`config.mk`:
```
export PLATFORM = sky130hd
export DESIGN_NAME = masked_adder_scheduler
export DESIGN_NICKNAME = d
export VERILOG_FILES = /design/src/rtl/masked_adder_scheduler.sv
export SDC_FILE = /design/constraint.sdc
export NUM_CORES = 1
export LEC_CHECK = 0
export CAP_MARGIN = 20
export CELL_PAD_IN_SITES_DETAIL_PLACEMENT = 1
export CELL_PAD_IN_SITES_GLOBAL_PLACEMENT = 2
export CORE_AREA = 5 5 75 77
export CTS_BUF_LIST = sky130_fd_sc_hd__clkbuf_4 sky130_fd_sc_hd__clkbuf_8
export DETAILED_ROUTE_END_ITERATION = 16
export DIE_AREA = 0 0 80 82
export PLACE_DENSITY = 0.78
export RECOVER_POWER = 50
export SETUP_SLACK_MARGIN = 0.05
export SYNTH_ARGS = -nofsm -noshare
export SYNTH_HDL_FRONTEND = slang
export SYNTH_SLANG_ARGS = --single-unit
```
`constraint.sdc`:
```
create_clock -name clk -period 2.42 [get_ports clk]
set_clock_uncertainty 0.15 [all_clocks]
set_input_delay 0.242 -clock clk [delete_from_list [all_inputs] [get_ports clk]]
set_output_delay 0.242 -clock clk [all_outputs]
set_load 0.05 [all_outputs]
```
`src/rtl/masked_adder_scheduler.sv`:
```
// masked_adder_scheduler: round-robin sharing of one pipelined masked adder between two requesters
module masked_adder_scheduler #(
    parameter int D    = 2,
    parameter int LAT  = 4,
    parameter int NRND = 4*D*(D-1)/2
) (
    input  logic            clk,
    input  logic            rst,
    input  logic            req0_valid,
    output logic            req0_ready,
    input  logic [3*D-1:0]  req0_a,
    input  logic [2*D-1:0]  req0_b,
    input  logic            req1_valid,
    output logic            req1_ready,
    input  logic [3*D-1:0]  req1_a,
    input  logic [2*D-1:0]  req1_b,
    input  logic [NRND-1:0] rnd_in,
    input  logic            rnd_valid,
    output logic            rnd_ready,
    output logic [3*D-1:0]  add_a,
    output logic [2*D-1:0]  add_b,
    output logic [NRND-1:0] add_rnd,
    input  logic [3*D-1:0]  add_c,
    output logic            res_valid,
    output logic            res_id,
    output logic [3*D-1:0]  res_c,
    output logic            busy,
    output logic            rnd_err
);
    localparam int CW = $clog2(LAT+1);

    logic            w_issue;
    logic            w_gnt_id;
    logic            w_inflight;
    logic            r_rr_ptr;
    logic [LAT-1:0]  r_tag_v;
    logic [LAT-1:0]  r_tag_id;
    logic [CW-1:0]   r_cnt;
    logic [NRND-1:0] r_add_rnd;
    logic            r_rnd_err;

    assign w_issue    = rnd_valid & (req0_valid | req1_valid);
    assign w_gnt_id   = (req0_valid & req1_valid) ? r_rr_ptr : req1_valid;
    assign w_inflight = r_cnt != '0;

    // Grant decode and operand mux; an idle adder sees an all-zero sharing so unselected shares never leak in
    always_comb begin
        req0_ready = w_issue & !w_gnt_id;
        req1_ready = w_issue & w_gnt_id;
        add_a      = !w_issue ? '0 : (w_gnt_id ? req1_a : req0_a);
        add_b      = !w_issue ? '0 : (w_gnt_id ? req1_b : req0_b);
        rnd_ready  = rnd_valid & (w_issue | w_inflight);
        busy       = w_issue | w_inflight;
        res_valid  = r_tag_v[LAT-1];
        res_id     = r_tag_id[LAT-1];
        res_c      = add_c;
        add_rnd    = r_add_rnd;
        rnd_err    = r_rnd_err;
    end

    // Arbitration pointer, tag pipeline, occupancy count and per-cycle randomness refresh
    always_ff @(posedge clk) begin
        if (rst) begin
            r_rr_ptr  <= 1'b0;
            r_tag_v   <= '0;
            r_tag_id  <= '0;
            r_cnt     <= '0;
            r_add_rnd <= '0;
            r_rnd_err <= 1'b0;
        end else begin
            if (w_issue) r_rr_ptr <= !w_gnt_id;
            r_tag_v  <= {r_tag_v[LAT-2:0], w_issue};
            r_tag_id <= {r_tag_id[LAT-2:0], w_issue & w_gnt_id};
            r_cnt    <= r_cnt + CW'(w_issue) - CW'(r_tag_v[LAT-1]);
            if (rnd_ready) r_add_rnd <= rnd_in;
            if (w_inflight & !rnd_valid) r_rnd_err <= 1'b1;
        end
    end
endmodule

```
==> results of run 1 <==
kinds of logic after synthesis:
kind of cell | count (synthesis)
compound gates | 24
xor+xnor | 1
flops | 17
buf+inv | 18
simple gates | 34
fa+ha+maj | 3
layout make-up:
type	count	area, um2	area share, %
Tap cell	70	87.58	5.410
Sequential cell	17	340.3	21.02
Timing Repair Buffer	56	679.4	41.96
Multi-Input combinational cell	62	442.9	27.36
Inverter	6	22.52	1.391
Clock buffer	3	41.29	2.550
Clock inverter	1	5.005	0.3091
layout by cell type, fill, tap and decap left out, types with 2 or more instances in the layout:
cell type,synthesis,layout
clkdlybuf4s50_1,0,33
dfxtp_1,17,17
buf_12,0,14
a22o_1,10,10
nand2_1,8,8
nor2b_1,8,8
inv_1,6,6
buf_4,6,6
nor2_1,5,5
a21oi_1,5,5
or4b_1,4,4
o32a_1,4,4
nand3b_1,4,4
o311ai_0,0,4
clkbuf_8,0,3
nor3_1,2,2
ha_1,2,2
dlygate4sd3_1,0,2
sequential cells by signal, indices dropped and copies added (netlist names):
name and flops:
r_rr_ptr 1, r_tag_v 4, r_tag_id 4, rnd_err 1, add_rnd 4, r_cnt 3
through the flow:
| step | total power [uW] | area [um2] | hold WS [ns] | instances |
|---|---|---|---|---|
| after floorplan | 538.7 | 887.1 | 0.2564 | 97 |
| after global placement | 697.9 | 1577 | 0.2715 | 211 |
| after detailed placement | 707.9 | 1577 | 0.2778 | 211 |
| after CTS | 923.3 | 1623 | 0.3012 | 215 |
| after global routing | 951.7 | 1619 | 0.3095 | 215 |
| final | 903.4 | 1619 | 0.2933 | 215 |
critical path, cell delays in order:
cell	delay, ns
clkdlybuf4s50_1	0.47
buf_4	0.16
nand2_1	0.08
a21oi_1	0.12
buf_4	0.20
a22o_1	0.20
buf_12	0.15
worst min path at each step:
stage | depth (start not counted) | to | from
after global routing | 1 | r_tag_id[1]$_SDFF_PP0_ | r_tag_id[0]$_SDFF_PP0_
after CTS | 1 | r_tag_id[1]$_SDFF_PP0_ | r_tag_id[0]$_SDFF_PP0_
final | 1 | r_tag_v[3]$_SDFF_PP0_ | r_tag_v[2]$_SDFF_PP0_
after floorplan | 2 | r_rr_ptr$_SDFFE_PP0P_ | req0_valid
after detailed placement | 1 | r_tag_id[2]$_SDFF_PP0_ | r_tag_id[1]$_SDFF_PP0_
after global placement | 1 | r_tag_v[3]$_SDFF_PP0_ | r_tag_v[2]$_SDFF_PP0_
metal layers:
metal,track usage [%],vias to the layer above,part of all wire [%]
met5,0,-,0
met3,4.825,4,11
met1,9.764,438,37
li1,-,438,-
met4,3.885,0,0.79
met2,17.38,42,51
power groups by stage:
stage	Combinational (uW)	Clock, uW	Sequential (uW)
2_1_floorplan	178	0	360
4_1_cts	384	220	319
5_1_grt	398	231	323
6_report	375	210	318
3_5_place_dp	383	0	325
3_3_place_gp	375	0	323
==> results.cfg, run 1 <==
[final_layout]
fin_nets = 184
syn_to_final_growth_pct = 82.51
drive_above_1_share_pct = 16.55
antenna_cells = 0
final_core_util_pct = 32.74
fillerInstances = 593

[global_route]
grt_pass1_vias = 1031
gr-total-overflow = 0
grt_pass1_wl_um = 4899
antenna_found_initial = 0
track_usage_pct = 9.775
grt_start_max_net_pins = 17

[logic_synthesis]
synth_top_family_by_area = simple AND/OR/NAND/NOR gates
synth_edf_count = 0
synthArstFlopShare_pct = 0
yosysMostFrequentCell = dfxtp_1
syn_area_um2 = 887.1
netlist-cell-type-count = 22
yosys.area_share.xor_xnor_pct = 0.9873
synthCells = 97
ys_seq_area_share_pct = 38.36
synth.area.top_cells = dfxtp_1, a22o_1, nor2b_1
ys.flop_type = dfxtp_1
synth_top_area_share_pct = 38.36
synth_compound_area_share_pct = 21.72
yosysTopAreaCell = dfxtp_1
ys_ff_latch = 17
synth_common_cells = dfxtp_1, a22o_1, nand2_1, nor2b_1
synth_fa_ha_area_share_pct = 5.078
synth_mux_area_share_pct = 0
avgSynthCellArea_um2 = 9.145
synth_warnings = 0
yosys.area_share.simple_pct = 22.14
syn-num-nets = 135

[die]
initial_core_util_pct = 17.94
die_h_um = 82
core_um2 = 4945
rows = 26
dieArea_um2 = 6560
ios = 62
fp.dieW_um = 80

[clock_tree]
cts_htree_levels = 1
cts-root-buf = clkbuf_8
clk_latency_ns = 0.25
post-cts-setup-buffer-count = 0
cts_resized = 0
cts_inserted_buffers = 3
clk_path_buf_depth = 2
cts_tree = built
cts.sinks = 17
cts_hold_buf = 0
clk_pin_slew_ns = 0.07

[routing]
finalWirelength_um = 2922
postRouteAntennaNets = 0
dr.pass1.iters = 4
vias_per_cell = 4.288
wire_per_inst_um = 13.59
drt_iter0_drc = 18
via_count = 922
route.detailed.drc = 0

[outcome]
status = finished, final reports clean

[sta]
fmax_mhz = 496.2
finalSetupViolCount = 0
final.min_clock_period_ns = 2.015
finalSetupTns_ns = 0
finalHoldViolations = 0
period_share_pct = 83.27
drv_slew = 0
setup_ws_ns = 0.4049
slew_headroom_pct = 57.30
rsz0062_at_grt = false
tightest_slew_ns = 0.6405

[critical_path]
cp-start-kind = input port
critPathCaptureType = primary output
r2r_start = r_cnt[0]$_SDFF_PP0_
worstSetupStartpoint = rnd_valid
r2r_slack_ns = 0.46
reg2reg_depth = 9
criticalPathCategory = in2out
crit_fanout = 12
crit_end = add_a[2]
required_ns = 2.03
crit_arrival_ns = 1.62
r2r-end = r_cnt[2]$_SDFF_PP0_

[power]
vdd_drop_max_mv = 0.1592
power_switching_uw = 311.1
powerDensity_nw_per_um2 = 558.0
clock_power_share_pct = 23.3
internal-power_uw = 592.3
pwr-share-comb_pct = 41.5
leakage_uw = 0.0006342
swShare_pct = 34.43
pwr-share-seq_pct = 35.3

[min_path]
hold_path_class = reg2reg

[placement]
gp_congestion = 0.7776
dpl.hpwl_um = 2452
post-place-ws_ns = 0.1697
io_buffers = 49

[flow_run]
cap_viol_max_count = 0
Note: power is estimated with default switching activity, not from simulation.
==> run 2: changes to the inputs <==
--- a/config.mk
+++ b/config.mk
@@ -8,11 +8,11 @@
 export CAP_MARGIN = 20
 export CELL_PAD_IN_SITES_DETAIL_PLACEMENT = 1
 export CELL_PAD_IN_SITES_GLOBAL_PLACEMENT = 2
-export CORE_AREA = 5 5 75 77
+export CORE_AREA = 5 5 79 81
 export CTS_BUF_LIST = sky130_fd_sc_hd__clkbuf_4 sky130_fd_sc_hd__clkbuf_8
 export DETAILED_ROUTE_END_ITERATION = 16
-export DIE_AREA = 0 0 80 82
-export PLACE_DENSITY = 0.78
+export DIE_AREA = 0 0 84 86
+export PLACE_DENSITY = 0.74
 export RECOVER_POWER = 50
 export SETUP_SLACK_MARGIN = 0.05
 export SYNTH_ARGS = -nofsm -noshare
==> constraint.sdc (replaced) <==
create_clock -name clk -period 1.8 [get_ports clk]
set_clock_uncertainty 0.15 [all_clocks]
set_input_delay 0.18 -clock clk [delete_from_list [all_inputs] [get_ports clk]]
set_output_delay 0.18 -clock clk [all_outputs]
set_load 0.05 [all_outputs]
==> run 2 against run 1 <==
Worst hold slack got worse by 0.083 ns. Wire length up 26%. Non-clock buffer count rose by 17. Combinational power rose by 54%. Critical endpoint is now r_cnt[2]$_SDFF_PP0_. Largest cell class unchanged. Largest power group unchanged.
==> results.cfg, run 2 (synthesized netlist as in run 1, its figures left out) <==
[clock_tree]
cts-root-buf = clkbuf_8
clk_pin_slew_ns = 0.07
clk_path_buf_depth = 2
cts_tree = built
cts_htree_levels = 1
cts.sinks = 17
cts_hold_buf = 0
clk_latency_ns = 0.25
cts_inserted_buffers = 3

[critical_path]
crit_slowest_cell = dfxtp_4
slowest_delay_ns = 0.36
cp-start-kind = flip-flop
critPathCaptureType = flip-flop
required_ns = 1.83
criticalPathCategory = reg2reg
critical_path_buf_inv_count = 2
crit_arrival_ns = 1.82
worstPathCellList = ha_4 -> inv_2 -> ha_4 -> inv_2 -> fa_2 -> xor2_2 -> and2_4 -> nor3_2
critical_path.top_delay_family = adder cells
crit_fanout = 2

[power]
power_switching_uw = 460.5
power.total_uw = 1297
leakage_uw = 0.0007248
clock_power_share_pct = 22.2
pwr-share-seq_pct = 33.1
pwr-share-comb_pct = 44.7
internal-power_uw = 836.2
powerDensity_nw_per_um2 = 717.7
vdd_drop_max_mv = 0.2785
swShare_pct = 35.51

[global_route]
grt_start_max_net_pins = 17
gr-total-overflow = 0
grt_pass1_wl_um = 5989
track_usage_pct = 10.68
grt_pass1_vias = 1221
antenna_found_initial = 0

[flow_run]
cap_viol_max_count = 0

[die]
rows = 27
ios = 62
initial_core_util_pct = 16.41
dieArea_um2 = 7224
fp.dieW_um = 84
core_um2 = 5405
die_h_um = 86

[sta]
period_share_pct = 99.08
setup_ws_ns = 0.01662
rsz0062_at_grt = true
final.min_clock_period_ns = 1.783
slew_headroom_pct = 55.24
tightest_slew_ns = 0.6742
drv_slew = 0
holdWs_ns = 0.2100
finalHoldViolations = 0
finalSetupViolCount = 0
fmax_mhz = 560.7

[routing]
via_count = 983
wire_per_inst_um = 15.74
drt_iter0_drc = 14
postRouteAntennaNets = 0
route.detailed.drc = 0
vias_per_cell = 4.201
dr.pass1.iters = 4
finalWirelength_um = 3683

[final_layout]
drive_above_1_share_pct = 40.12
fin_nets = 201
final_cell_mix = clkdlybuf4s50_1, buf_4, dfxtp_1, buf_12
antenna_cells = 0
layout_commonest_cell = clkdlybuf4s50_1
final_core_util_pct = 33.43
design_area_um2 = 1807
syn_to_final_growth_pct = 103.7

[placement]
post-place-ws_ns = -0.2978
place_area_um2 = 1643
io_buffers = 49
dpl.hpwl_um = 2822
gp_congestion = 0.7453

[outcome]
status = finished, final reports clean

[min_path]
hold_path_class = in2out
run 2: cell types whose count changed in the layout (fill, tap and decap cells not counted), moves of 4 or more:
cell / previous run / this run
a22o_1: 10 / 1
a22o_2: 0 / 8
buf_4: 6 / 19
buf_6: 0 / 5
clkbuf_1: 1 / 7
clkdlybuf4s50_1: 33 / 25
o311ai_0: 4 / 0
o311ai_1: 0 / 4
run 2: what timing repair did:
action,4_1_cts,5_1_grt
endpoints found under the hold margin,0,0
pin swaps,5,5
gates cloned,2,0
resized for setup,22,5
setup endpoints to repair,13,13
buffers inserted,6,2
run 2: path summary, 6_finish.rpt:
kind | slack [ns] | to | depth (start not counted) | startpoint
setup / recovery | 0.02 | r_cnt[2]$_SDFF_PP0_ | 8 | r_tag_v[3]$_SDFF_PP0_
hold / removal | 0.21 | res_c[0] | 0 | add_c[0]
setup reg to reg | 0.02 | r_cnt[2]$_SDFF_PP0_ | 8 | r_tag_v[3]$_SDFF_PP0_
hold reg to reg | 0.29 | r_tag_v[1]$_SDFF_PP0_ | 1 | r_tag_v[0]$_SDFF_PP0_
run 2: layer usage:
layer  wire, um  track usage (%)  vias up
li1           -                -      472
met1       1215            9.325      456
met2       1973            20.25       48
met3        410            5.764        7
met4         84            4.532        0
met5          0                0        -
run 2: area by class of cell:
type / count / area, um2
clock buffers: 3 / 41.29
clock inverters: 1 / 5.005
fillers: 610 / 3598
inverters: 6 / 22.52
multi-input cells: 62 / 519.2
flip-flops and latches: 17 / 346.6
well taps: 72 / 90.09
repair buffers: 73 / 782.0
run 2: power by group through the flow:
stage,clock network (uW),logic [uW],registers (uW)
floorplan,0,246,483
global placement,0,523,432
detailed placement,0,540,435
CTS,301,571,429
global route,316,612,434
finish,288,579,430
run 2: stage by stage:
| step | TNS, ns | std cells |
|---|---|---|
| 2_1_floorplan | 0 | 97 |
| 3_3_place_gp | -0.7294 | 220 |
| 3_5_place_dp | -1.523 | 220 |
| 4_1_cts | -0.06865 | 232 |
| 5_1_grt | -0.03108 | 234 |
| 6_report | 0 | 234 |
==> run 3: changes to the inputs <==
--- a/config.mk
+++ b/config.mk
@@ -12,6 +12,7 @@
 export CTS_BUF_LIST = sky130_fd_sc_hd__clkbuf_4 sky130_fd_sc_hd__clkbuf_8
 export DETAILED_ROUTE_END_ITERATION = 16
 export DIE_AREA = 0 0 84 86
+export HOLD_SLACK_MARGIN = 0.02
 export PLACE_DENSITY = 0.74
 export RECOVER_POWER = 50
 export SETUP_SLACK_MARGIN = 0.05
==> results of run 3 <==
No change in the layout: final DEF, timing and power equal those of run 2.
